==> src/rtl/if_prefetch_unit_if.sv <==
// Bundle of the instruction-fetch front end's bus signals.
//   imem_*     : request/acknowledge handshake to instruction memory
//   redirect_* : branch redirect from EX
//   stall      : hazard-unit hold for decode
//   inst_*     : FIFO head presented to decode
//   halted     : halt word fetched, fetching stopped
//   pc_out     : next fetch address (debug)
// master = the prefetch unit, slave = its environment (memory, EX, decode).
interface if_prefetch_unit_if #(
  parameter int ADDR_W = 10
);
  logic              imem_req;
  logic [ADDR_W-1:0] imem_addr;
  logic              imem_ack;
  logic [31:0]       imem_rdata;
  logic              redirect_valid;
  logic [ADDR_W-1:0] redirect_pc;
  logic              stall;
  logic              inst_valid;
  logic [31:0]       inst_out;
  logic [ADDR_W-1:0] inst_pc;
  logic              halted;
  logic [ADDR_W-1:0] pc_out;

  modport master (
    output imem_req, imem_addr, inst_valid, inst_out, inst_pc, halted, pc_out,
    input  imem_ack, imem_rdata, redirect_valid, redirect_pc, stall
  );

  modport slave (
    input  imem_req, imem_addr, inst_valid, inst_out, inst_pc, halted, pc_out,
    output imem_ack, imem_rdata, redirect_valid, redirect_pc, stall
  );
endinterface

==> src/rtl/if_prefetch_unit.sv <==
// Instruction-fetch front end for the 5-stage MIPS pipeline.
// Owns the word-addressed PC, issues one request at a time to instruction
// memory, buffers returned words in a small prefetch FIFO and presents one
// instruction per cycle to decode. Branch redirects flush the FIFO and drop
// any in-flight response; fetching stops once HALT_WORD has been fetched.
// Ports:
//   clk  : clock, all state on rising edge
//   rst  : synchronous active-high reset
//   bus  : if_prefetch_unit_if.master (memory handshake, redirect, stall,
//          decode-side instruction, halted, pc_out)
module if_prefetch_unit #(
  parameter int              ADDR_W    = 10,
  parameter int              DEPTH     = 4,
  parameter logic [ADDR_W-1:0] RESET_PC  = '0,
  parameter logic [31:0]     HALT_WORD = 32'h0000_0001
) (
  input logic               clk,
  input logic               rst,
  if_prefetch_unit_if.master bus
);

  localparam int PTR_W = (DEPTH > 1) ? $clog2(DEPTH) : 1;
  localparam int CNT_W = PTR_W + 1;
  localparam logic [CNT_W-1:0] CNT_FULL = CNT_W'(DEPTH);

  typedef enum logic [1:0] {
    S_IDLE,
    S_WAIT,
    S_DISCARD,
    S_HALT
  } state_t;

  state_t            state, state_nx;
  logic [ADDR_W-1:0] pc, pc_nx;

  logic [31:0]       fifo_data [DEPTH];
  logic [ADDR_W-1:0] fifo_pc   [DEPTH];
  logic [PTR_W-1:0]  rd_ptr, wr_ptr;
  logic [CNT_W-1:0]  count;

  logic fifo_valid;
  logic req;
  logic pop;
  logic push;
  logic flush;

  assign fifo_valid = (count != '0);
  assign pop        = fifo_valid && !bus.stall;

  // A fresh request is only raised from IDLE with room left; since at most
  // one request is ever outstanding, count < DEPTH guarantees the eventual
  // push fits even if decode is stalled meanwhile.
  assign req = !rst && (((state == S_IDLE) && (count < CNT_FULL)) ||
                        (state == S_WAIT));

  always_comb begin
    state_nx = state;
    pc_nx    = pc;
    push     = 1'b0;
    flush    = 1'b0;

    if (state != S_HALT) begin
      if (bus.redirect_valid) begin
        flush = 1'b1;
        pc_nx = bus.redirect_pc;
        // A request already visible to memory must have its ack swallowed;
        // an ack in this same cycle completes it, so nothing is left pending.
        if (state == S_DISCARD)
          state_nx = bus.imem_ack ? S_IDLE : S_DISCARD;
        else
          state_nx = (req && !bus.imem_ack) ? S_DISCARD : S_IDLE;
      end else begin
        case (state)
          S_IDLE, S_WAIT: begin
            if (req) begin
              if (bus.imem_ack) begin
                push     = 1'b1;
                pc_nx    = pc + 1'b1;
                state_nx = (bus.imem_rdata == HALT_WORD) ? S_HALT : S_IDLE;
              end else begin
                state_nx = S_WAIT;
              end
            end
          end
          S_DISCARD: begin
            if (bus.imem_ack) state_nx = S_IDLE;
          end
          default: state_nx = state;
        endcase
      end
    end
  end

  always_ff @(posedge clk) begin
    if (rst) begin
      state  <= S_IDLE;
      pc     <= RESET_PC;
      count  <= '0;
      rd_ptr <= '0;
      wr_ptr <= '0;
    end else begin
      state <= state_nx;
      pc    <= pc_nx;
      if (flush) begin
        count  <= '0;
        rd_ptr <= '0;
        wr_ptr <= '0;
      end else begin
        if (push) wr_ptr <= wr_ptr + 1'b1;
        if (pop)  rd_ptr <= rd_ptr + 1'b1;
        case ({push, pop})
          2'b10:   count <= count + 1'b1;
          2'b01:   count <= count - 1'b1;
          default: count <= count;
        endcase
      end
    end
  end

  // Storage needs no reset: entries are only observed through count.
  always_ff @(posedge clk) begin
    if (!rst && push) begin
      fifo_data[wr_ptr] <= bus.imem_rdata;
      fifo_pc[wr_ptr]   <= pc;
    end
  end

  assign bus.imem_req   = req;
  assign bus.imem_addr  = pc;
  assign bus.inst_valid = fifo_valid;
  assign bus.inst_out   = fifo_valid ? fifo_data[rd_ptr] : '0;
  assign bus.inst_pc    = fifo_valid ? fifo_pc[rd_ptr] : '0;
  assign bus.halted     = (state == S_HALT);
  assign bus.pc_out     = pc;

endmodule

==> src/flat_wrapper.sv <==
// flat-port wrapper written by rule: the top's interface ports become plain ports
module if_prefetch_unit_flat 
#(
  parameter int              ADDR_W    = 10,
  parameter int              DEPTH     = 4,
  parameter logic [ADDR_W-1:0] RESET_PC  = '0,
  parameter logic [31:0]     HALT_WORD = 32'h0000_0001
)
  (clk, rst, bus_imem_req, bus_imem_addr, bus_inst_valid, bus_inst_out, bus_inst_pc, bus_halted, bus_pc_out, bus_imem_ack, bus_imem_rdata, bus_redirect_valid, bus_redirect_pc, bus_stall);
  if_prefetch_unit_if #(.ADDR_W(ADDR_W)) bus_i ();
  input logic clk;
  input logic rst;
  output wire logic [$bits(bus_i.imem_req)-1:0] bus_imem_req;
  output wire logic [$bits(bus_i.imem_addr)-1:0] bus_imem_addr;
  output wire logic [$bits(bus_i.inst_valid)-1:0] bus_inst_valid;
  output wire logic [$bits(bus_i.inst_out)-1:0] bus_inst_out;
  output wire logic [$bits(bus_i.inst_pc)-1:0] bus_inst_pc;
  output wire logic [$bits(bus_i.halted)-1:0] bus_halted;
  output wire logic [$bits(bus_i.pc_out)-1:0] bus_pc_out;
  input wire logic [$bits(bus_i.imem_ack)-1:0] bus_imem_ack;
  input wire logic [$bits(bus_i.imem_rdata)-1:0] bus_imem_rdata;
  input wire logic [$bits(bus_i.redirect_valid)-1:0] bus_redirect_valid;
  input wire logic [$bits(bus_i.redirect_pc)-1:0] bus_redirect_pc;
  input wire logic [$bits(bus_i.stall)-1:0] bus_stall;
  assign bus_imem_req = bus_i.imem_req;
  assign bus_imem_addr = bus_i.imem_addr;
  assign bus_inst_valid = bus_i.inst_valid;
  assign bus_inst_out = bus_i.inst_out;
  assign bus_inst_pc = bus_i.inst_pc;
  assign bus_halted = bus_i.halted;
  assign bus_pc_out = bus_i.pc_out;
  assign bus_i.imem_ack = bus_imem_ack;
  assign bus_i.imem_rdata = bus_imem_rdata;
  assign bus_i.redirect_valid = bus_redirect_valid;
  assign bus_i.redirect_pc = bus_redirect_pc;
  assign bus_i.stall = bus_stall;
  if_prefetch_unit #(.ADDR_W(ADDR_W), .DEPTH(DEPTH), .RESET_PC(RESET_PC), .HALT_WORD(HALT_WORD)) u_core (.clk(clk), .rst(rst), .bus(bus_i));
endmodule
==> config.mk <==
export PLATFORM = sky130hd
export DESIGN_NAME = if_prefetch_unit_flat
export DESIGN_NICKNAME = d
export VERILOG_FILES = /design/src/rtl/if_prefetch_unit_if.sv /design/src/rtl/if_prefetch_unit.sv /design/src/flat_wrapper.sv
export SDC_FILE = /design/constraint.sdc
export NUM_CORES = 1
export LEC_CHECK = 0
export BUFFER_PORTS_ARGS = -buffer_cell sky130_fd_sc_hd__clkbuf_2
export CAP_MARGIN = 20
export CORE_UTILIZATION = 49
export DETAILED_ROUTE_END_ITERATION = 12
export GPL_TIMING_DRIVEN = 0
export PLACE_DENSITY = 0.74
export SYNTH_ARGS = -nofsm -noshare
export SYNTH_HDL_FRONTEND = slang
export SYNTH_SLANG_ARGS = --single-unit
==> constraint.sdc <==
create_clock -name clk -period 7.2 [get_ports clk]
set_input_delay 1.08 -clock clk [delete_from_list [all_inputs] [get_ports clk]]
set_output_delay 1.08 -clock clk [all_outputs]
set_load 0.01 [all_outputs]
# == Word level (Yosys, flattened, before mapping) ==
# Memories as Yosys holds them, arrays and structs flattened. A register that Yosys moved wholly into a read port is not among the register bits.
# Index checks and enable logic that the tools add are counted.
# op_classes
n_lt_le_gt_ge,1
n_addsub,5
n_mux,29
eq_ne,9
reduce_logical,20
# ops
op,count
10-bit 2-to-1 mux,5
32-bit by 1-bit == test with 1-bit output (second input constant),1
32-bit 2-to-1 mux,1
2-bit 2-to-1 mux,12
10-bit by 1-bit adder with 10-bit output (second input constant),1
1-bit 2-to-1 mux,9
4-bit AND reduction,2
2-bit nonzero test,4
2-bit == test (second input constant),3
3-bit case mux with 2 select lines,1
3-bit nonzero test,2
1-bit logical AND,5
2-bit by 1-bit adder with 2-bit output (second input constant),2
2-bit by 1-bit == test with 1-bit output (second input constant),2
2-bit case mux with 2 select lines,1
2-bit OR reduction,2
3-bit by 1-bit adder with 3-bit output (second input constant),1
1-bit logical NOT,3
3-bit < comparator (second input constant),1
3-bit by 2-bit inequality test with 1-bit output (second input constant),1
3-bit inequality test (second input constant),1
3-bit by 1-bit subtractor with 3-bit output (second input constant),1
2-bit logical NOT,1
2-bit inequality test (second input constant),1
1-bit logical OR,1
# word_totals
wordCells,71
memories,2
mem_bits_rw,168
out_inout_bits,65
reg_bits,19
inputBits,47
# memory_table
memory,words,width,rd,rd_ports_with_merged_regs,write_ports,line,source
u_core.fifo_data,4,32,1,1,1,if_prefetch_unit.sv:36,logic [31:0] fifo_data [DEPTH];
u_core.fifo_pc,4,10,1,1,1,if_prefetch_unit.sv:37,logic [ADDR_W-1:0] fifo_pc [DEPTH];

# == Logic depth before layout (Yosys ltp) ==
# depth
word_depth,11
mapped_depth,11

# == Least setup slack after synthesis ==
# OpenSTA, ideal clock, no wires.
# synth_path
path_type,input to register
from,input bus_redirect_valid
to,memory u_core.fifo_data[0][0] (enable)
arrival_ns,2.780
required_ns,6.797
path_stages,4
setup_ns,0.403
setup_slack_ns,4.017
cell_sequence,buf_2 -> nor2_1 -> nor4b_4 -> and2_1
# synth_via
elab_chain_len,5
# synth_lines
item,line,source
start: declaration,flat_wrapper.sv:22,input wire logic [$bits(bus_i.redirect_valid)-1:0] bus_redirect_valid;
1-bit 2-to-1 mux,if_prefetch_unit.sv:63,if (bus.redirect_valid) begin
1-bit 2-to-1 mux,if_prefetch_unit.sv:62,if (state != S_HALT) begin
1-bit logical AND,if_prefetch_unit.sv:122,if (!rst && push) begin
1-bit 2-to-1 mux,if_prefetch_unit.sv:122,
1-bit 2-to-1 mux (implied by the code),if_prefetch_unit.sv:123,fifo_data[wr_ptr] <= bus.imem_rdata;
end: declaration,if_prefetch_unit.sv:36,
# No other way between the ends.

# == Worst setup path after layout ==
# layout_path
from,register u_core.count[2]
to,output bus_inst_out[17]
# layout_via
elab_chain_len,2
# layout_lines
item,line,source
start: declaration,if_prefetch_unit.sv:39,logic [CNT_W-1:0] count;
start signal: assignment,if_prefetch_unit.sv:112,2'b10: count <= count + 1'b1;
start signal: assignment,if_prefetch_unit.sv:113,2'b01: count <= count - 1'b1;
start signal: assignment,if_prefetch_unit.sv:114,default: count <= count;
3-bit nonzero test,if_prefetch_unit.sv:47,assign fifo_valid = (count != '0);
32-bit 2-to-1 mux,if_prefetch_unit.sv:131,assign bus.inst_out = fifo_valid ? fifo_data[rd_ptr] : '0;
end: declaration,flat_wrapper.sv:16,output wire logic [$bits(bus_i.inst_out)-1:0] bus_inst_out;
# No other way between the ends.

==> results.json <==
{
  "dr.pass1.iters": 5,
  "filler_cell_count": 1157,
  "holdBufCountCts": 0,
  "dp_cells": 763,
  "synth_top_area_cell": "edfxtp_1",
  "ir_drop_mv": 0.188,
  "finClkSkew_ns": 0.00443,
  "period_minus_slack_ns": 3.34,
  "ant_nets": 0,
  "critPathKind": "reg2out",
  "hpwl_mm": 10.3,
  "setup_viol": 0,
  "critPathMaxFanout": 10,
  "worstPathRequired_ns": 6.12,
  "start_util_pct": 50.6,
  "tightest_slew_ns": 0.866,
  "synth_area_leaders": "edfxtp_1 (65%), mux4_2 (12%), dfxtp_1 (5.4%), nor2b_1 (3.4%), buf_4 (1.4%)",
  "final_common_cell": "edfxtp_1",
  "hold_path_class": "reg2reg",
  "end_kind": "output port",
  "antenna_found_initial": 0,
  "cts_tree": "built",
  "overflow": 0,
  "synth_edf_count": 168,
  "drv_slew": 0,
  "max_slew_margin_pct": 41.9,
  "cp_cell_sequence": "nor3_2 > clkbuf_1 > nor2b_1 > clkbuf_2",
  "core_area_um2": 15300,
  "wl_per_cell_um": 19.3,
  "hold_viol_final": 0,
  "drtIter0Drc": 319,
  "n_antenna_cell": 0,
  "finalSetupTns_ns": 0,
  "synthesis.area_um2": 7750,
  "period_share_pct": 46.4,
  "num_rows": 45,
  "leakagePower_nw": 3.21,
  "drc": 0,
  "layoutNonFillerInstCount": 795,
  "yosysWarnings": 0,
  "cts_buffers": 17,
  "status": "completed",
  "path_clk_slew_ns": 0.06,
  "viasPerCell": 5.44,
  "grt_setup_unrepaired": "false",
  "cts_sinks": 189,
  "start_kind": "register",
  "layout_common_cells": "edfxtp_1 (168), clkbuf_2 (111), mux4_2 (42), nor2b_1 (42), dfxtp_1 (21)",
  "die_area_um2": 16300,
  "cts_resized": 0,
  "cts_setup_buffers": 0,
  "syn-instance-count": 438,
  "synth_cell_type_count": 53,
  "post_route_cells_drive_above_1_share_pct": 37.7,
  "arrival_ns": 2.26,
  "port_buffers": 110,
  "vias": 4327,
  "ios": 112,
  "syn_to_final_growth_pct": 19.9,
  "timing.fmax_ghz": 0.300,
  "synth_top_cell_area_share_pct": 65.1,
  "die_x_um": 128,
  "synthArstFlopShare_pct": 0,
  "avgSynthCellArea_um2": 17.7,
  "yosysSeqAreaShare_pct": 70.5,
  "critPathMaxStageDelay_ns": 0.73,
  "crit_slowest_cell": "nor3_2",
  "postRouteWirelength_mm": 15.3,
  "ys_ff_latch": 189,
  "cp_top_family": "simple AND/OR/NAND/NOR gates",
  "place_congestion": 0.865,
  "die-height_um": 128,
  "nets": 625,
  "synth_nets": 492,
  "root_buffer": "clkbuf_16",
  "critPathBufInv": 2,
  "grt_pass1_vias": 4399,
  "drv_cap": 0,
  "synth-main-ff-cell": "edfxtp_1",
  "clk_latency_ns": 0.42,
  "grt_max_degree": 26,
  "grt_pass1_wl_mm": 23.7,
  "cts_buffer_depth": 2,
  "track_usage_pct": 19.8,
  "powerDensity_nw_per_um2": 249,
  "cts_htree_levels": 4,
  "p_total_mw": 2.31
}
through the flow:
step,cell area (um^2),hold WS [ns],setup slack (ns),utilization (%)
4_1_cts,9290,0.570,3.79,60.7
3_3_place_gp,8560,0.511,3.12,55.9
6_report,9290,0.568,3.86,60.7
3_5_place_dp,8650,0.541,4.12,56.5
2_1_floorplan,7750,0.490,4.02,-
5_1_grt,9290,0.578,3.73,60.7
report_power, final:
part / internal, mW / switching, mW
logic: 0.0502 / 0.0622
registers: 1.21 / 0.0150
clock network: 0.604 / 0.370
total: 1.86 / 0.447
routing by layer:
layer / up-vias / wire, um / track usage [%]
met5: - / 0 / 0
met4: 0 / 203 / 7.06
met3: 24 / 880 / 4.59
met2: 166 / 7780 / 33.5
met1: 2154 / 6480 / 25.2
li1: 1983 / - / -
worst reg2reg max path, cell delays in order (launching register included):
cell	delay, ns
dfxtp_1	0.35
nor3_2	0.73
nor2_1	0.22
ha_1	0.29
inv_1	0.09
fa_1	0.19
xor2_1	0.14
nor2_1	0.06
xnor2_1	0.16
nor2_1	0.06
logic make-up (layout without fill, tap and decap cells):
kind of cell	Yosys count	in the layout	share of synthesized area, %
AO/OA/AOI/OAI	41	41	3.94
XOR/XNOR	7	7	0.791
adder cells (fa/ha/maj)	7	7	1.23
buffers and inverters	43	189	2.87
flip-flops	189	189	70.5
multiplexers	47	47	12.9
AND/OR/NAND/NOR	104	104	7.80
synthesized netlist by cell type (5+ instances only):
cell type / count
a21oi_1: 5
a31oi_1: 5
buf_2: 6
buf_4: 14
clkbuf_1: 9
dfxtp_1: 21
edfxtp_1: 168
ha_1: 6
inv_1: 11
mux2i_1: 5
mux4_2: 42
nand2_1: 11
nand3_1: 6
nor2_1: 14
nor2b_1: 42
nor3_1: 5
nor4_1: 7
area by class of cell:
| cell class | instances | area [um^2] | share of cell area, % |
|---|---|---|---|
| multi-input cells | 206 | 2070 | 22.2 |
| repair buffers | 114 | 631 | 6.79 |
| inverters | 13 | 48.8 | 0.525 |
| flip-flops and latches | 189 | 5470 | 58.8 |
| plain buffers | 30 | 174 | 1.87 |
| clock inverters | 2 | 33.8 | 0.364 |
| clock buffers | 30 | 608 | 6.54 |
| well taps | 211 | 264 | 2.84 |
registers in the layout, indices dropped and copies added (netlist names), named ones only:
signal,cells
u_core.bus.imem_addr,10
u_core.count,3
u_core.fifo_data,128
u_core.fifo_pc,40
u_core.rd_ptr,2
u_core.state,2
u_core.wr_ptr,2
path summary, 6_finish.rpt:
check             slack [ns]  depth (start not counted)                              to                            startpoint
setup reg to reg        4.79                          9    u_core.count[2]$_SDFFE_PP0P_          u_core.count[2]$_SDFFE_PP0P_
hold reg to reg         0.57                          0  u_core.fifo_pc[1][2]$_DFFE_PP_  u_core.bus.imem_addr[2]$_SDFFE_PP0P_
setup / recovery        3.86                          4                bus_inst_out[17]          u_core.count[2]$_SDFFE_PP0P_
hold / removal          0.57                          0  u_core.fifo_pc[1][2]$_DFFE_PP_  u_core.bus.imem_addr[2]$_SDFFE_PP0P_
Note: power is estimated with default switching activity, not from simulation.
